$ cat src/rtl/uio_arb_pkg.sv
// Shared types and constants for the uio pin arbiter.
package uio_arb_pkg;

   localparam int UIO_W = 8;

   typedef enum logic [1:0] {IDLE, TURN, OWN} state_t;

   function automatic int clog2_safe(input int n);
      return (n < 2) ? 1 : $clog2(n);
   endfunction

endpackage

$ cat src/rtl/uio_bus_arbiter_rr_picker.sv
// Rotating-priority find-first: first set request at or above ptr, wrapping.
module rr_picker
   import uio_arb_pkg::*;
#(
   parameter int N_REQ = 4,
   parameter int ID_W  = 2
) (
   input  logic [N_REQ-1:0] req,
   input  logic [ID_W-1:0]  ptr,
   output logic [ID_W-1:0]  winner,
   output logic             any_req
);

   int unsigned idx;

   always_comb begin
      winner  = '0;
      any_req = 1'b0;
      idx     = 0;
      for (int unsigned i = 0; i < N_REQ; i++) begin
         idx = (int'(ptr) + i) % N_REQ;
         if (!any_req && req[idx]) begin
            any_req = 1'b1;
            winner  = idx[ID_W-1:0];
         end
      end
   end

endmodule

$ cat src/rtl/uio_bus_arbiter.sv
// Round-robin owner arbitration of the 8 uio pins with an all-input turnaround.
// Optional forced release on hold timeout: define UIO_ARB_TIMEOUT_EN.
module uio_bus_arbiter
   import uio_arb_pkg::*;
#(
   parameter int N_REQ       = 4,
   parameter int TURN_CYCLES = 1,
   parameter int MAX_HOLD    = 16
) (
   input  logic                          clk,
   input  logic                          rst,
   input  logic                          ena,
   input  logic [N_REQ-1:0]              req,
   input  logic [UIO_W*N_REQ-1:0]        oe_mask,
   input  logic [UIO_W*N_REQ-1:0]        wdata,
   output logic [N_REQ-1:0]              grant,
   output logic [clog2_safe(N_REQ)-1:0]  owner_id,
   output logic                          busy,
   output logic [UIO_W-1:0]              rd_data,
   input  logic [UIO_W-1:0]              uio_in,
   output logic [UIO_W-1:0]              uio_out,
   output logic [UIO_W-1:0]              uio_oe
);

   localparam int ID_W = clog2_safe(N_REQ);
   localparam logic [2:0] TURN_LAST = 3'(TURN_CYCLES - 1);

   state_t            state_q, state_d;
   logic [N_REQ-1:0]  grant_d;
   logic [ID_W-1:0]   owner_d, rr_q, rr_d, winner;
   logic              busy_d, any_req, own_req, release_now;
   logic [UIO_W-1:0]  out_d, oe_d, mask_sel, data_sel;
   logic [2:0]        turn_q, turn_d;
   logic [N_REQ-1:0]  req_m;

`ifdef UIO_ARB_TIMEOUT_EN
   logic [7:0] hold_q, hold_d;
`endif

   assign req_m    = ena ? req : '0;
   assign own_req  = req[owner_id];
   assign mask_sel = oe_mask[int'(owner_id)*UIO_W +: UIO_W];
   assign data_sel = wdata[int'(owner_id)*UIO_W +: UIO_W];

   rr_picker #(
      .N_REQ (N_REQ),
      .ID_W  (ID_W)
   ) u_picker (
      .req     (req_m),
      .ptr     (rr_q),
      .winner  (winner),
      .any_req (any_req)
   );

   // Grant is one-hot on the owner while in OWN, so req & ~grant is "someone else waiting".
   always_comb begin
      release_now = !ena || !own_req;
`ifdef UIO_ARB_TIMEOUT_EN
      if ((hold_q == 8'(MAX_HOLD)) && (|(req & ~grant)))
         release_now = 1'b1;
`endif
   end

   always_comb begin
      state_d = state_q;
      grant_d = grant;
      owner_d = owner_id;
      busy_d  = busy;
      out_d   = uio_out;
      oe_d    = uio_oe;
      rr_d    = rr_q;
      turn_d  = turn_q;
`ifdef UIO_ARB_TIMEOUT_EN
      hold_d  = hold_q;
`endif
      unique case (state_q)
         IDLE: begin
            grant_d = '0;
            busy_d  = 1'b0;
            out_d   = '0;
            oe_d    = '0;
            if (any_req) begin
               state_d = TURN;
               owner_d = winner;
               busy_d  = 1'b1;
               turn_d  = '0;
            end
         end
         TURN: begin
            if (!ena || !own_req) begin
               state_d = IDLE;
               busy_d  = 1'b0;
            end else if (turn_q == TURN_LAST) begin
               state_d          = OWN;
               grant_d          = '0;
               grant_d[owner_id] = 1'b1;
`ifdef UIO_ARB_TIMEOUT_EN
               hold_d           = '0;
`endif
            end else begin
               turn_d = turn_q + 3'd1;
            end
         end
         OWN: begin
            if (release_now) begin
               state_d = IDLE;
               grant_d = '0;
               busy_d  = 1'b0;
               out_d   = '0;
               oe_d    = '0;
               rr_d    = (owner_id == ID_W'(N_REQ - 1)) ? '0 : owner_id + 1'b1;
            end else begin
               oe_d  = mask_sel;
               out_d = data_sel & mask_sel;
`ifdef UIO_ARB_TIMEOUT_EN
               if (hold_q != 8'(MAX_HOLD))
                  hold_d = hold_q + 8'd1;
`endif
            end
         end
         default: state_d = IDLE;
      endcase
   end

   always_ff @(posedge clk or posedge rst) begin
      if (rst) begin
         state_q  <= IDLE;
         grant    <= '0;
         owner_id <= '0;
         busy     <= 1'b0;
         uio_out  <= '0;
         uio_oe   <= '0;
         rd_data  <= '0;
         rr_q     <= '0;
         turn_q   <= '0;
`ifdef UIO_ARB_TIMEOUT_EN
         hold_q   <= '0;
`endif
      end else begin
         state_q  <= state_d;
         grant    <= grant_d;
         owner_id <= owner_d;
         busy     <= busy_d;
         uio_out  <= out_d;
         uio_oe   <= oe_d;
         rd_data  <= uio_in;
         rr_q     <= rr_d;
         turn_q   <= turn_d;
`ifdef UIO_ARB_TIMEOUT_EN
         hold_q   <= hold_d;
`endif
      end
   end

endmodule

$ cat config.mk
export PLATFORM = sky130hd
export DESIGN_NAME = uio_bus_arbiter
export DESIGN_NICKNAME = d
export VERILOG_FILES = /design/src/rtl/uio_arb_pkg.sv /design/src/rtl/uio_bus_arbiter_rr_picker.sv /design/src/rtl/uio_bus_arbiter.sv
export SDC_FILE = /design/constraint.sdc
export NUM_CORES = 1
export LEC_CHECK = 0
export ABC_CLOCK_PERIOD_IN_PS = 5000
export CORE_UTILIZATION = 43
export CTS_CLUSTER_SIZE = 8
export DETAILED_ROUTE_END_ITERATION = 6
export GPL_ROUTABILITY_DRIVEN = 0
export PLACE_DENSITY = 0.95
export SYNTH_ARGS = -nofsm -noshare
export SYNTH_HDL_FRONTEND = slang
export SYNTH_HIERARCHICAL = 1
export SYNTH_SLANG_ARGS = --single-unit
$ cat constraint.sdc
create_clock -name clk -period 5 [get_ports clk]
set_input_delay 0.5 -clock clk [delete_from_list [all_inputs] [get_ports clk]]
set_output_delay 0.5 -clock clk [all_outputs]
set_load 0.05 [all_outputs]
### Yosys cells after proc, flatten, opt, wreduce, memory -nomap -nowiden

Index checks and enable logic that the tools add are counted.
Widths: inputs -> output; s select.

* logic and storage cells: 98
* bits in registers: 38

* order comparisons: 6
* equal/unequal tests: 10
* bitwise operators: 1
* multiplexer cells: 42
* reductions and logical operators: 23
* shift-type cells: 2
* add/subtract/negate cells: 5

Operators with widths (number)
* $shiftx 32x6->8: 2
* $pmux 8 s2: 2
* $mux 2: 9
* $mux 4: 4
* $mux 8: 2
* $lt 2x3->1 const B: 5
* $mux 1: 12
* $pmux 4 s3: 1
* $bmux 1 s2: 5
* $ne 2x2->1 const B: 5
* $mux 3: 3
* $and 8x8->8: 1
* $reduce_and 4->1: 2
* $pmux 2 s3: 1
* $pmux 3 s2: 1
* $reduce_and 2->1: 3
* $reduce_bool 2->1: 3
* $logic_not 1->1: 5
* $add 2x1->2 const B: 2
* $add 2x2->2 const B: 2
* $eq 2x2->1 const B: 2
* $logic_and 1x1->1: 4
* $add 3x1->3 const B: 1
* $logic_not 3->1: 1
* other kinds (11): 11

### Depth between registers and ports, before layout

Gate-level depths: netlist (run 1).

* word-level depth: 15
* mapped depth: 7
* gate-level depth less buffers: 7

### By module

The synthesis (run 1) kept the hierarchy.

By module, submodules not included
* uio_bus_arbiter: area an instance 2104.5 um^2, cells each 159, seq. area each 950.9 um^2, instances 1
* rr_picker: area an instance 77.6 um^2, cells each 15, seq. area each 0.0 um^2, instances 1

### Worst setup path before layout (run 1)

OpenSTA, ideal clock, no wires.

* kind: flip-flop to flip-flop
* start point: register owner_id[1]
* end point: register grant[1]
* arrival time: 1960 ps
* cell stages (with the launch flop): 7
* setup slack: 2914 ps
* path buffers: 2
* data required time: 4874 ps
* path through: dfrtp_1 -> buf_4 -> clkbuf_1 -> inv_1 -> ha_1 -> nor4bb_1 -> a221o_1

* word-level cells in the longest chain between the ends: 7
* elaborated cells between the ends (all ways): 15
* classes of those cells: 2 x order compare; 2 x eq/ne; 7 x mux; 4 x reduce/logical

RTL lines
* start, declared: line uio_bus_arbiter.sv:17 `output logic [clog2_safe(N_REQ)-1:0] owner_id,`
* start signal, assigned: line uio_bus_arbiter.sv:142 `owner_id <= owner_d;`
* $lt 2x3->1 (not written as such) or $ge 2x1->1 (tied branches): line uio_bus_arbiter.sv:96 `grant_d[owner_id] = 1'b1;`
* $logic_and 1x1->1 (not written as such): line uio_bus_arbiter.sv:96
* $mux 1 (not written as such): line uio_bus_arbiter.sv:96
* $demux 1 s2: line uio_bus_arbiter.sv:96
* $mux 4: line uio_bus_arbiter.sv:93 `end else if (turn_q == TURN_LAST) begin`
* $mux 4: line uio_bus_arbiter.sv:90 `if (!ena || !own_req) begin`
* $pmux 4 s3: line uio_bus_arbiter.sv:76 `unique case (state_q)`
* end signal, assigned: line uio_bus_arbiter.sv:141 `grant <= grant_d;`
* end, declared: line uio_bus_arbiter.sv:16 `output logic [N_REQ-1:0] grant,`

Parallel ways exist; a longest one is shown, timed or not. The select of a mux whose other input is x is not followed.
A chain may end at the register's enable or synchronous reset.

### Final worst setup path (run 1)

* start point: register owner_id[1]
* end point: output port owner_id[1]

No word-level cell between the ends.

==> results of run 1 <==
routing by layer:
metal	track usage	routed length, um
met1	0.262	2410
met2	0.425	3200
met3	0.0594	439
met4	0.0893	125
met5	0	0
cells in the mapped netlist (3+ instances only):
master / count
a21o_1: 9
a221o_1: 5
and3_1: 12
a31oi_1: 3
nor2_1: 5
nor4bb_1: 4
dfrtp_1: 38
nand2b_1: 3
clkbuf_1: 5
mux4_2: 17
inv_1: 11
a22o_1: 9
buf_4: 3
a21oi_1: 6
ha_1: 10
mux2_2: 3
nand2_1: 7
and2_1: 5
state kept, by name (all words and copies together) (netlist names):
register	flops
rd_data	8
grant	4
uio_out	8
busy	1
owner_id	2
turn_q	3
state_q	2
uio_oe	8
rr_q	2
worst max-delay path by stage:
stage	end	slack (ns)	depth (start not counted)
final	owner_id[1]	2.31	1
after global routing	owner_id[1]	2.22	1
after CTS	owner_id[1]	2.28	1
after detailed placement	turn_q[0]$_DFFE_PP0P_	2.48	8
after global placement	turn_q[0]$_DFFE_PP0P_	2.60	8
after floorplan	grant[1]$_DFFE_PP0P_	2.91	6
final cells by class:
class,instances,area (um2)
fill,363,1410
multi-input combinational,114,1130
timing repair buffer,111,1110
sequential,38,951
clock buffer,7,86.3
tap,67,83.8
inverter,12,45.0
clock inverter,1,5.00
through the flow:
step / util / cells
3_5_place_dp: 0.688 / 342
5_1_grt: 0.707 / 350
6_report: 0.707 / 350
2_1_floorplan: - / 174
3_3_place_gp: 0.688 / 342
4_1_cts: 0.707 / 350
power groups by stage:
stage	Clock (W)	Combinational (W)	Sequential, W
finish	0.000213	0.000732	0.000441
global route	0.000232	0.000781	0.000450
CTS	0.000221	0.000733	0.000441
detailed placement	0	0.000731	0.000447
global placement	0	0.000711	0.000440
floorplan	0	0.000422	0.000535
kinds of logic (layout without fill, tap and decap cells):
group,count (synthesis),count (layout)
simple gates,42,42
buf+inv,22,131
compound gates,39,39
mux,23,23
fa+ha+maj,10,10
flops,38,38
==> flow_metrics.tcl, run 1 <==
set metrics [dict create \
    fin_setup_tns_ns 0 \
    worstPathBufferInverterCount 1 \
    clkPwrFrac 0.154 \
    hold_buffers 0 \
    core_um2 4820 \
    synth-async-reset-ratio 1.00 \
    p_per_area_nw_per_um2 407 \
    crit_path_start_kind "flip-flop" \
    period_share 0.538 \
    antenna_found_initial 0 \
    yosysSeqAreaShare 0.436 \
    worstReg2RegEnd "grant[1]$_DFFE_PP0P_" \
    tritoncts "done" \
    fin_ws_ns 2.31 \
    yosysTopAreaCellShare 0.436 \
    syn_avg_cell_area_um2 12.5 \
    die-area_um2 5360 \
    worstHoldPathCells 1 \
    slew_headroom 0.222 \
    grt_pass1_vias 1919 \
    cell_internal_pwr_w 0.000815 \
    ys.flop_type "dfrtp_1" \
    post_dp_cell_area_um2 3310 \
    clock_sinks 38 \
    postRouteAntennaNets 0 \
    overflow 0 \
    hold_violations 0 \
    r2r-start "owner_id[1]$_DFFE_PP0P_" \
    combPwrFrac 0.528 \
    grt_pass1_wl_mm 9.23 \
    start_util 0.453 \
    drc 0 \
    fmax_mhz 372 \
    synth_edf_count 0 \
    ff2ff_setup_slack_ns 2.63 \
    slowest_delay_ns 0.95 \
    synthAdderAreaFrac 0.0573 \
    synthCells 174 \
    vias_per_cell 5.49 \
    status "completed" \
    drt_wl_total_mm 6.18 \
    worstPathArrival_ns 2.19 \
    synthTopCellsByArea "dfrtp_1, mux4_2, ha_1, a22o_1, and3_1" \
    grt_max_degree 39 \
    grt_usage 0.234 \
    layout.nets 371 \
    hold_slack_ns 0.484 \
    clockBufferDepth 2 \
    dieHeight_um 73.2 \
    rows 25 \
    crit_family "flip-flops" \
    crit_path_top_delay_cell "dfrtp_1" \
    p_leak_nw 1.54 \
    final_common_cell "clkdlybuf4s50_1" \
    synth_xor_area_frac 0 \
    clk_latency_ns 0.29 \
    drive_gt1_frac 0.120 \
    yosysWarnings 6 \
    hold_class "reg -> reg" \
    hpwl_mm 4.77 \
    min_from "uio_oe[6]$_DFFE_PP0P_" \
    area_growth_pct 56.1 \
    syn_area_um2 2180 \
    cts_resized 0 \
    critPathCaptureType "primary output" \
    io_buffers 109 \
    cts_made_buffers 5 \
    startpoint "owner_id[1]$_DFFE_PP0P_" \
    yosys.cell_types.count 33 \
    ys_seq_elements 38 \
    worst_slew_pin_slew_ns 1.16 \
    dr_total_vias 1923 \
    drt_iter0_markers 70 \
    root_buffer "clkbuf_8" \
    synth_compound_area_frac 0.136 \
    pwr-share-seq 0.318 \
    synth_nets 263 \
    finClkSkew_ns 0.00547 \
    die_w_um 73.2 \
    whs_endpoint "uio_oe[6]$_DFFE_PP0P_" \
    maxCapViolCount 0 \
    power_w 0.00139 \
    drt-wirelength-per-cell_um 17.6 \
    cp.required_ns 4.50 \
    rsz0062_at_grt "false" \
    setup-violations-final 0 \
    slew_violations 0 \
    fin_crit_ns 2.69 \
    synth_mux_area_frac 0.209 \
    critPathKind "reg -> out" \
    p_sw_frac 0.412 \
    layout_common_cells "clkdlybuf4s50_1, dfrtp_1, mux4_2" \
    diodes 0 \
    ios 110 \
    dp_slack_ns 2.48 \
    clkTransAtPathRegs_ns 0.07 \
    h-tree-depth 2 \
    stdcell_area_um2 3410 \
    yosysTopAreaCell "dfrtp_1" \
    crit_chain "clkdlybuf4s50_1" \
    ir_drop_mv 0.366 \
    yosys.area_share.simple 0.115 \
    firstDrtPassIters 4 \
    synth_top_family_by_area "multiplexers" \
    postCtsSetupBuffers 0 \
    cp_max_fo 22 \
    worst_r2r_path_depth 4 \
    power_switching_w 0.000571 \
]
Power figures use the tool's default switching activity.
==> run 2, diff against run 1 <==
--- a/config.mk
+++ b/config.mk
@@ -5,12 +5,12 @@
 export SDC_FILE = /design/constraint.sdc
 export NUM_CORES = 1
 export LEC_CHECK = 0
-export ABC_CLOCK_PERIOD_IN_PS = 5000
-export CORE_UTILIZATION = 43
+export ABC_CLOCK_PERIOD_IN_PS = 2450
+export CORE_UTILIZATION = 36
 export CTS_CLUSTER_SIZE = 8
 export DETAILED_ROUTE_END_ITERATION = 6
 export GPL_ROUTABILITY_DRIVEN = 0
-export PLACE_DENSITY = 0.95
+export PLACE_DENSITY = 0.88
 export SYNTH_ARGS = -nofsm -noshare
 export SYNTH_HDL_FRONTEND = slang
 export SYNTH_HIERARCHICAL = 1
==> constraint.sdc (replaced) <==
create_clock -name clk -period 2.45 [get_ports clk]
set_input_delay 0.245 -clock clk [delete_from_list [all_inputs] [get_ports clk]]
set_output_delay 0.245 -clock clk [all_outputs]
set_load 0.05 [all_outputs]
==> run 2 against run 1 <==
Effect of this change:
- final cell count is 1.4% higher
- final area grew 0.33%
- count of clock-buffer cells in the layout fell by 2
- first-iteration DRC count decreased by 4.3%
- non-clock buffer count up 1
- critical path type is now reg -> reg
- largest power group unchanged
==> flow_metrics.tcl, run 2 (synthesis results as in run 1) <==
set metrics [dict create \
    status "completed" \
    dpl.cell_count 348 \
    grt_pass1_vias 1859 \
    drt_wl_total_mm 6.07 \
    crit_chain "mux4_2, nand2_2, nor4bb_1, a221o_1" \
    clk_latency_ns 0.29 \
    vias_per_cell 5.37 \
    clkTransAtPathRegs_ns 0.07 \
    hold_buffers 0 \
    power_switching_w 0.00116 \
    drt-wirelength-per-cell_um 17.1 \
    postRouteAntennaNets 0 \
    dr_total_vias 1907 \
    fmax_mhz 497 \
    slew_headroom 0.308 \
    worstPathArrival_ns 2.18 \
    cts_made_buffers 5 \
    clockBufferDepth 2 \
    period_share 0.821 \
    pwr-share-seq 0.307 \
    grt_max_degree 39 \
    drive_gt1_frac 0.127 \
    p_per_area_nw_per_um2 821 \
    p_leak_nw 1.55 \
    dieHeight_um 79.9 \
    slew_violations 0 \
    multi_input_area_um2 1130 \
    largest_registers "rd_data x8, uio_oe x8, uio_out x8" \
    die_w_um 79.9 \
    rsz0062_at_grt "false" \
    clock_sinks 38 \
    hold_class "in -> reg" \
    maxCapViolCount 0 \
    h-tree-depth 2 \
    antenna_found_initial 0 \
    setup-violations-final 0 \
    ios 110 \
    start_util 0.384 \
    root_buffer "clkbuf_8" \
    drc 0 \
    area_growth_pct 56.6 \
    cp_max_fo 14 \
    final_cells 355 \
    final_common_cell "clkdlybuf4s50_1" \
    fin_crit_ns 2.01 \
    tritoncts "done" \
    layout.nets 372 \
    die-area_um2 6380 \
    p_sw_frac 0.414 \
    ir_drop_mv 0.507 \
    critPathCaptureType "flip-flop" \
    hpwl_mm 4.80 \
    fin_setup_tns_ns 0 \
    clkPwrFrac 0.141 \
    critPathKind "reg -> reg" \
    combPwrFrac 0.553 \
    rows 27 \
    hold_violations 0 \
    grt_pass1_wl_mm 9.09 \
    io_buffers 109 \
    worst_r2r_path_depth 4 \
    cts_resized 0 \
    filler_cell_count 475 \
    worst_slew_pin_slew_ns 1.03 \
    layout_common_cells "clkdlybuf4s50_1, dfrtp_1, mux4_2" \
    firstDrtPassIters 4 \
    slowest_delay_ns 0.68 \
    crit_family "multiplexers" \
    regArea_um2 951 \
    worstPathBufferInverterCount 0 \
    worstHoldPathCells 1 \
    postCtsSetupBuffers 0 \
    diodes 0 \
    overflow 0 \
    crit_path_start_kind "flip-flop" \
    finClkSkew_ns 0.00641 \
    cp.required_ns 2.62 \
    cell_internal_pwr_w 0.00165 \
    crit_path_top_delay_cell "mux4_2" \
    core_um2 5680 \
    drt_iter0_markers 67 \
    cp.depth 4 \
    grt_usage 0.189 \
]
## run 2: path summary, 6_finish.rpt
kind	from	to	slack [ns]
hold / removal	uio_in[1]	rd_data[1]$_DFF_PP0_	0.39
hold reg to reg	uio_oe[6]$_DFFE_PP0P_	uio_oe[6]$_DFFE_PP0P_	0.48
min in group asynchronous	rst	uio_oe[2]$_DFFE_PP0P_	0.40
setup reg to reg	owner_id[0]$_DFFE_PP0P_	grant[1]$_DFFE_PP0P_	0.44
max in group asynchronous	rst	turn_q[0]$_DFFE_PP0P_	1.71
setup / recovery	owner_id[0]$_DFFE_PP0P_	grant[1]$_DFFE_PP0P_	0.44
## run 2: metrics by stage
step                utilization  instance area [um2]  total power (W)  setup WS (ns)  hold slack [ns]
floorplan                     -                 2180          0.00195          0.364            0.276
CTS                       0.602                 3420          0.00283          0.426            0.387
global route              0.602                 3420          0.00298          0.319            0.384
global placement          0.588                 3340          0.00240          0.308            0.458
finish                    0.602                 3420          0.00281          0.438            0.391
detailed placement        0.588                 3340          0.00242          0.220            0.465
## run 2: final cells by class
cell class                 instances  area share
tap                               72      0.0264
timing repair buffer             112       0.329
multi-input combinational        114       0.330
sequential                        38       0.278
clock buffer                       5      0.0201
inverter                          12      0.0132
clock inverter                     2     0.00293
## run 2: worst register-to-register path, stage by stage, from the launching register on
cell and delay, ns:
dfrtp_1 0.49, mux4_2 0.68, nand2_2 0.27, nor4bb_1 0.11, a221o_1 0.35
## run 2: power groups by stage
stage               logic, W  registers (W)  clock network (W)
detailed placement   0.00155       0.000873                  0
finish               0.00155       0.000861           0.000394
floorplan           0.000861        0.00109                  0
CTS                  0.00156       0.000860           0.000407
global route         0.00167       0.000881           0.000433
global placement     0.00153       0.000865                  0
## run 2: routing by layer
layer,global-route usage,wire length (um),up-vias
met2,0.322,3130,76
met3,0.0549,419,7
met5,0,0,-
met1,0.230,2460,944
li1,-,-,880
met4,0.0589,63,0
==> run 3, diff against run 2 <==
--- a/config.mk
+++ b/config.mk
@@ -5,7 +5,7 @@
 export SDC_FILE = /design/constraint.sdc
 export NUM_CORES = 1
 export LEC_CHECK = 0
-export ABC_CLOCK_PERIOD_IN_PS = 2450
+export ABC_CLOCK_PERIOD_IN_PS = 1750
 export CORE_UTILIZATION = 36
 export CTS_CLUSTER_SIZE = 8
 export DETAILED_ROUTE_END_ITERATION = 6
==> constraint.sdc (replaced) <==
create_clock -name clk -period 1.75 [get_ports clk]
set_input_delay 0.175 -clock clk [delete_from_list [all_inputs] [get_ports clk]]
set_output_delay 0.175 -clock clk [all_outputs]
set_load 0.05 [all_outputs]
==> run 3 against run 2 <==
Effect of this change:
- global-route usage grew 2.0 points
- clock power grew 59%
- wire length grew 17%
- sequential share of layout area shrank 2.1 points
- critical path depth is the same
- first-iteration DRC count shrank 1.5%
- flip-flop and latch count is the same
- setup slack lost 0.42 ns
- clock skew grew 0.0028 ns
- core utilization grew 5.0 points
- final area grew 8.3%
- total power grew 60%
==> flow_metrics.tcl, run 3 (synthesis results as in run 1) <==
set metrics [dict create \
    io_buffers 109 \
    finClkSkew_ns 0.00918 \
    start_util 0.384 \
    grt_usage 0.210 \
    p_sw_frac 0.407 \
    wl_met1_mm 2.56 \
    rsz0062_at_grt "true" \
    dr_total_vias 2060 \
    critPathCaptureType "flip-flop" \
    critPathKind "reg -> reg" \
    layout_common_cells "clkdlybuf4s50_1, dfrtp_1, buf_4" \
    dpl.cell_count 365 \
    clkTransAtPathRegs_ns 0.08 \
    hold_class "in -> async" \
    power_w 0.00449 \
    clockBufferDepth 2 \
    fmax_mhz 578 \
    firstDrtPassIters 5 \
    wl_met2_mm 3.80 \
    vias_per_cell 5.48 \
    postRouteAntennaNets 0 \
    filler_cell_count 419 \
    cts_made_buffers 5 \
    worstPathArrival_ns 1.90 \
    cell_internal_pwr_w 0.00266 \
    die-area_um2 6380 \
    pwr-share-seq 0.265 \
    post_dp_cell_area_um2 3510 \
    cp_max_fo 10 \
    h-tree-depth 2 \
    slew_violations 0 \
    hpwl_mm 5.28 \
    period_share 0.988 \
    combPwrFrac 0.596 \
    dieHeight_um 79.9 \
    stdcell_area_um2 3700 \
    p_leak_nw 1.69 \
    antenna_found_initial 0 \
    setup-violations-final 0 \
    final_cells 376 \
    area_growth_pct 69.6 \
    drt_wl_total_mm 7.12 \
    hold_buffers 0 \
    largest_registers "rd_data x8, uio_oe x8, uio_out x8" \
    drc 0 \
    tritoncts "done" \
    dr_wl_met3_um 551 \
    root_buffer "clkbuf_8" \
    crit_path_top_delay_cell "mux4_2" \
    layout.nets 392 \
    grt_pass1_vias 2050 \
    grt_pass1_wl_mm 9.96 \
    clock_sinks 38 \
    fin_crit_ns 1.73 \
    overflow 0 \
    regArea_um2 953 \
    slowest_delay_ns 0.58 \
    crit_chain "mux4_2, buf_6, and3_2, a22o_1" \
    p_per_area_nw_per_um2 1210 \
    maxCapViolCount 0 \
    drive_gt1_frac 0.227 \
    core_um2 5680 \
    rows 27 \
    hold_slack_ns 0.250 \
    multi_input_area_um2 1180 \
    diodes 0 \
    ir_drop_mv 0.828 \
    dp_slack_ns -0.241 \
    drt-wirelength-per-cell_um 18.9 \
    grt_max_degree 39 \
    status "completed" \
    power_switching_w 0.00183 \
    die_w_um 79.9 \
    final_common_cell "clkdlybuf4s50_1" \
    worst_slew_pin_slew_ns 0.688 \
    clkPwrFrac 0.139 \
    drt_iter0_markers 66 \
    fin_ws_ns 0.0212 \
    crit_path_start_kind "flip-flop" \
    hold_violations 0 \
    ios 110 \
    slew_headroom 0.541 \
    clk_latency_ns 0.29 \
    cp.required_ns 1.92 \
    top_layer_used "met4" \
]
[run 3: through the flow]
stage | setup TNS, ns | util
detailed placement | -3.01 | 0.619
finish | 0 | 0.652
global route | -0.0670 | 0.652
CTS | 0 | 0.636
global placement | -0.827 | 0.619
floorplan | -0.592 | -
[run 3: power groups by stage]
stage / Clock (W) / Sequential (W) / Combinational [W]
floorplan: 0 / 0.00154 / 0.00121
global placement: 0 / 0.00119 / 0.00237
detailed placement: 0 / 0.00120 / 0.00243
CTS: 0.000626 / 0.00119 / 0.00247
global route: 0.000684 / 0.00121 / 0.00283
finish: 0.000625 / 0.00119 / 0.00267
[run 3: worst max-delay path, delay by kind of cell, from the launching register on]
family,cells,cell delay [ns]
AOI/OAI and AO/OA,1,0.22
buffers and inverters,1,0.18
DFF,1,0.42
muxes,1,0.58
and+or+nand+nor,1,0.21
[run 3: final timing paths]
kind	start	endpoint	slack (ns)	cells after the start
setup / recovery	owner_id[0]$_DFFE_PP0P_	uio_out[7]$_DFFE_PP0P_	0.02	4
hold / removal	rst	uio_out[4]$_DFFE_PP0P_	0.25	3
setup reg to reg	owner_id[0]$_DFFE_PP0P_	uio_out[7]$_DFFE_PP0P_	0.02	4
hold reg to reg	uio_oe[5]$_DFFE_PP0P_	uio_oe[5]$_DFFE_PP0P_	0.48	1
max in group asynchronous	rst	owner_id[1]$_DFFE_PP0P_	1.30	3
min in group clk	uio_in[6]	rd_data[6]$_DFF_PP0_	0.32	1
[run 3: cell type report]
| cell class | count | share of cell area |
|---|---|---|
| sequential | 38 | 0.258 |
| tap | 72 | 0.0243 |
| clock inverter | 1 | 0.00135 |
| inverter | 12 | 0.0122 |
| clock buffer | 7 | 0.0233 |
| multi-input combinational | 114 | 0.320 |
| timing repair buffer | 132 | 0.361 |
[run 3: per-layer routing]
layer / track usage / vias to the layer above
li1: - / 920
met5: 0 / -
met1: 0.222 / 1033
met4: 0.0804 / 0
met3: 0.0651 / 14
met2: 0.385 / 93
[run 3: repair_timing]
action / 4_1_cts / 5_1_grt
buffers inserted: 0 / 2
resized for setup: 2 / 10
setup endpoints to repair: 17 / 13
hold endpoints to repair: 0 / 0
gates cloned: 0 / 1
